$ cat src/rtl/wb_neuron_loader.sv
// Wishbone classic master that bursts words into and out of the neuron core window.
// Optional per-beat ack timeout is enabled by defining WB_LOADER_TIMEOUT_EN.
module wb_neuron_loader #(
  parameter int LEN_W   = 12,
  parameter int TIMEOUT = 255,
  parameter int TO_W    = 8
) (
  input  logic             clk,
  input  logic             rst,
  input  logic             cmd_valid,
  output logic             cmd_ready,
  input  logic             cmd_we,
  input  logic [31:0]      cmd_adr,
  input  logic [LEN_W-1:0] cmd_len,
  input  logic             wr_valid,
  output logic             wr_ready,
  input  logic [31:0]      wr_data,
  output logic             rd_valid,
  input  logic             rd_ready,
  output logic [31:0]      rd_data,
  output logic             busy,
  output logic             done,
  output logic             err,
  output logic             wbm_cyc_o,
  output logic             wbm_stb_o,
  output logic             wbm_we_o,
  output logic [3:0]       wbm_sel_o,
  output logic [31:0]      wbm_adr_o,
  output logic [31:0]      wbm_dat_o,
  input  logic             wbm_ack_i,
  input  logic [31:0]      wbm_dat_i
);

  typedef enum logic [2:0] {
    IDLE,
    FETCH,
    BUS,
    RESP,
    NEXT
  } state_t;

  state_t           state;
  logic [LEN_W-1:0] remaining;

  if (TIMEOUT >= (1 << TO_W)) begin : g_bad_cfg
    $error("TO_W too narrow for TIMEOUT");
  end

  assign cmd_ready = (state == IDLE);
  assign wr_ready  = (state == FETCH);

`ifdef WB_LOADER_TIMEOUT_EN
  localparam logic [TO_W-1:0] TO_MAX = TO_W'(TIMEOUT);

  logic [TO_W-1:0] to_cnt;
  logic            err_q;

  assign err = err_q;
`else
  assign err = 1'b0;
`endif

  always_ff @(posedge clk) begin
    if (rst) begin
      state     <= IDLE;
      remaining <= '0;
      rd_valid  <= 1'b0;
      rd_data   <= '0;
      busy      <= 1'b0;
      done      <= 1'b0;
      wbm_cyc_o <= 1'b0;
      wbm_stb_o <= 1'b0;
      wbm_we_o  <= 1'b0;
      wbm_sel_o <= 4'h0;
      wbm_adr_o <= '0;
      wbm_dat_o <= '0;
`ifdef WB_LOADER_TIMEOUT_EN
      to_cnt    <= '0;
      err_q     <= 1'b0;
`endif
    end else begin
      done <= 1'b0;
`ifdef WB_LOADER_TIMEOUT_EN
      err_q <= 1'b0;
`endif
      unique case (state)
        IDLE: begin
          if (cmd_valid) begin
            wbm_adr_o <= cmd_adr & 32'hFFFF_FFFC;
            wbm_we_o  <= cmd_we;
            remaining <= cmd_len;
            busy      <= 1'b1;
            if (cmd_we) begin
              state <= FETCH;
            end else begin
              state     <= BUS;
              wbm_cyc_o <= 1'b1;
              wbm_stb_o <= 1'b1;
              wbm_sel_o <= 4'hF;
`ifdef WB_LOADER_TIMEOUT_EN
              to_cnt    <= '0;
`endif
            end
          end
        end
        FETCH: begin
          if (wr_valid) begin
            wbm_dat_o <= wr_data;
            state     <= BUS;
            wbm_cyc_o <= 1'b1;
            wbm_stb_o <= 1'b1;
            wbm_sel_o <= 4'hF;
`ifdef WB_LOADER_TIMEOUT_EN
            to_cnt    <= '0;
`endif
          end
        end
        BUS: begin
          if (wbm_ack_i) begin
            wbm_cyc_o <= 1'b0;
            wbm_stb_o <= 1'b0;
            wbm_sel_o <= 4'h0;
            if (wbm_we_o) begin
              state <= NEXT;
            end else begin
              rd_data  <= wbm_dat_i;
              rd_valid <= 1'b1;
              state    <= RESP;
            end
          end
`ifdef WB_LOADER_TIMEOUT_EN
          else if (to_cnt == TO_MAX) begin
            // dead slave: abandon the rest of the burst
            wbm_cyc_o <= 1'b0;
            wbm_stb_o <= 1'b0;
            wbm_sel_o <= 4'h0;
            err_q     <= 1'b1;
            busy      <= 1'b0;
            state     <= IDLE;
          end else begin
            to_cnt <= to_cnt + 1'b1;
          end
`endif
        end
        RESP: begin
          if (rd_ready) begin
            rd_valid <= 1'b0;
            state    <= NEXT;
          end
        end
        NEXT: begin
          if (remaining == '0) begin
            done  <= 1'b1;
            busy  <= 1'b0;
            state <= IDLE;
          end else begin
            wbm_adr_o <= wbm_adr_o + 32'd4;
            remaining <= remaining - 1'b1;
            if (wbm_we_o) begin
              state <= FETCH;
            end else begin
              state     <= BUS;
              wbm_cyc_o <= 1'b1;
              wbm_stb_o <= 1'b1;
              wbm_sel_o <= 4'hF;
`ifdef WB_LOADER_TIMEOUT_EN
              to_cnt    <= '0;
`endif
            end
          end
        end
        default: state <= IDLE;
      endcase
    end
  end

endmodule

$ cat config.mk
export PLATFORM = sky130hd
export DESIGN_NAME = wb_neuron_loader
export DESIGN_NICKNAME = d
export VERILOG_FILES = /design/src/rtl/wb_neuron_loader.sv
export SDC_FILE = /design/constraint.sdc
export NUM_CORES = 1
export LEC_CHECK = 0
export BUFFER_PORTS_ARGS = -buffer_cell sky130_fd_sc_hd__buf_2
export CORE_MARGIN = 10
export CORE_UTILIZATION = 52
export CTS_CLUSTER_DIAMETER = 100
export DETAILED_ROUTE_END_ITERATION = 10
export MAX_ROUTING_LAYER = met4
export PLACE_DENSITY_LB_ADDON = 0.12
export SYNTH_ARGS = -nofsm -noshare
export SYNTH_HDL_FRONTEND = slang
export SYNTH_SLANG_ARGS = --single-unit
$ cat constraint.sdc
create_clock -name clk -period 4.1 [get_ports clk]
set_input_delay 0.205 -clock clk [delete_from_list [all_inputs] [get_ports clk]]
set_output_delay 0.205 -clock clk [all_outputs]
set_load 0.02 [all_outputs]
==> flow_summary.toml <==
[clock_tree]
post_cts_buffers = 0
cts-root-buf = "clkbuf_8"
cts_buffer_depth = 2
holdBufCountCts = 71
cts_inserted_buffers = 17
ctsHtreeMaxLevel = 4
cts-resized-gates = 0
cts_tree = "done"
clkTransAtPathRegs_ps = 50
cts.sinks = 114
worstSkewPairLatency_ps = 530

[final_layout]
drive_gt1_share_pct = 27.7
fillCellCount = 756
fin_nets = 1074
fin_cells = 1105
area_growth_pct = 41.1

[synth]
ys_seq_area_share_pct = 42.2
synth_top_cell_area_share_pct = 42.2
synth_ff_type = "dfxtp_1"
netlist_instances = 707
yosysMostFrequentCell = "nand2_1"
netlist_top_cells_area = "dfxtp_1 (42%), nand2_1 (12%), a21oi_1 (9.8%)"
synth_edf_count = 0
yosysWarnings = 0
async_flop_share_pct = 0
synth_area_leader_cell = "dfxtp_1"
synth_area_sq_mm = 0.00541
syn_area_per_cell_sq_um = 7.66
ys_seq_elements = 114
synthDistinctLibCells = 70
synth_common_cells = "nand2_1 (168), dfxtp_1 (114), a21oi_1 (106), clkbuf_1 (44), nor2_1 (38)"

[sta]
tightest_slew_ps = 1260
setup_ws_ps = 1150
final_max_slew_viol_count = 0
fin_hold_ws_ps = 10.8
maxSlewHeadroom_pct = 16.1
period_minus_slack_ps = 2950
rsz0062_at_grt = "no"
period_share_pct = 71.9
fmax_mhz = 339
clock_skew_ps = 4.80
finalSetupTns_ps = 0
setup-violations-final = 0
finalHoldViolations = 0

[placement]
gp_congestion = 0.933
portBuffers = 218
dp_cells = 1003
pre_cts_slack_ps = 1180
dp_hpwl_um = 12400

[outcome]
status = "completed"

[die]
die_height_um = 122
coreArea_sq_mm = 0.0102
placementRows = 37
fp.dieW_um = 122
die_area_sq_mm = 0.0149
start_util_pct = 52.9
io_pins = 224

[setup_path]
reg2reg_depth = 7
reg2reg_from = "remaining[1]"
critPathRequiredTime_ps = 4520
cp-end-kind = "flip-flop"
worstPathMaxFanout = 39
worstSetupPathType = "flip-flop to flip-flop"
setup.worst_path.end = "wbm_adr_o[13]"
critPathLaunchType = "flip-flop"
reg2reg_to = "wbm_adr_o[13]"
reg2reg_setup_slack_ps = 1150
cp_data_arrival_time_ps = 3370
crit_start = "remaining[1]"

[routing]
drt_iter0_drc = 463
ant_nets = 0
dr.pass1.iters = 5
vias_per_cell = 5.71
num_vias = 6312
drc = 0
wire_per_inst_um = 17.5
routed_wl_um = 19300

[flow_run]
max-cap-violations = 0

[pwr]
p_leak_nw = 3.23
ir_drop_v = 0.000403
powerDensity_mw_per_mm2 = 496

[global_route]
antenna_found_initial = 1
grt_use_met2_pct = 43.3
grt_max_degree = 109
grtUsageMet1_pct = 27.7
grt_overflow_total = 0
grtUsageMet3_pct = 7.45
grt-busiest-layer = "met2"
track_usage_pct = 25.8
grt_pass1_vias = 6242
grt_first_pass_wirelength_um = 30200

[worst_hold_path]
hold_class = "primary input to flip-flop"
stage by stage:
stage | power, mW | util [%] | instance area [sq um]
floorplan | 2.12 | - | 5420
global placement | 2.34 | 62.4 | 6380
detailed placement | 2.37 | 62.4 | 6380
CTS | 3.78 | 74.6 | 7630
global route | 3.95 | 74.6 | 7640
finish | 3.79 | 74.7 | 7640
critical path, cell delays in order, from the launching register on:
cell and delay (ps):
dfxtp_1 320, inv_1 100, ha_1 200, or3b_1 530, o41a_4 590, nor2_4 720, nor2_1 110, o221a_2 270
registers in the layout, summed over array words and instances, names as in the netlist:
signal and cells:
rd_data 32, wbm_dat_o 32, wbm_adr_o 30, remaining 12
state 3, busy 1, done 1, rd_valid 1
wbm_sel_o 1, wbm_we_o 1
layout by cell type, fill, tap and decap left out, types with 16 or more instances in the layout:
cell type,n
a21oi_1,106
buf_2,217
clkbuf_16,16
dfxtp_1,114
dlygate4sd3_1,71
nand2_1,168
nand3_1,19
nor2_1,37
nor3_1,16
o21ai_0,30
report_power, final:
group / total [mW] / internal [mW] / leakage, nW / switching (mW)
registers: 1.40 / 1.25 / 0.929 / 0.148
clock network: 1.36 / 0.867 / 0.275 / 0.489
logic: 1.03 / 0.377 / 2.03 / 0.656
total: 3.79 / 2.49 / 3.23 / 1.29
metal layers:
layer,up-vias,share of wire [%]
met5,-,0
met4,0,3.2
met3,47,7.9
met2,279,50
met1,2984,39
li1,3002,-
kinds of logic (layout without fill, tap and decap cells):
logic type / after synthesis / in the layout / share of synthesized area [%]
and+or+nand+nor: 300 / 300 / 25.0
AOI/OAI and AO/OA: 217 / 217 / 25.2
DFF: 114 / 114 / 42.2
other: 1 / 5 / 0.0693
muxes: 2 / 2 / 0.393
buffers and inverters: 71 / 329 / 6.70
adders and majority gates: 2 / 2 / 0.462
how the worst min path moves through the flow:
stage	start	end	slack (ps)	cells after the start
floorplan	wr_data[3]	wbm_dat_o[3]	340	2
global placement	wbm_dat_o[7]	wbm_dat_o[7]	440	2
detailed placement	rst	remaining[1]	440	2
CTS	cmd_len[7]	remaining[7]	1	3
global route	cmd_len[7]	remaining[7]	10	3
finish	cmd_adr[16]	wbm_adr_o[16]	10	3
layout make-up:
| class | instances | area [sq um] | share of cell area, % |
|---|---|---|---|
| diodes | 2 | 5.00 | 0.0655 |
| clock buffers | 23 | 487 | 6.37 |
| clock inverters | 6 | 55.1 | 0.721 |
| inverters | 8 | 30.0 | 0.393 |
| multi-input cells | 524 | 2780 | 36.4 |
| flip-flops and latches | 114 | 2280 | 29.9 |
| well taps | 136 | 170 | 2.23 |
| repair buffers | 292 | 1830 | 23.9 |
(Power assumes the default switching activity.)
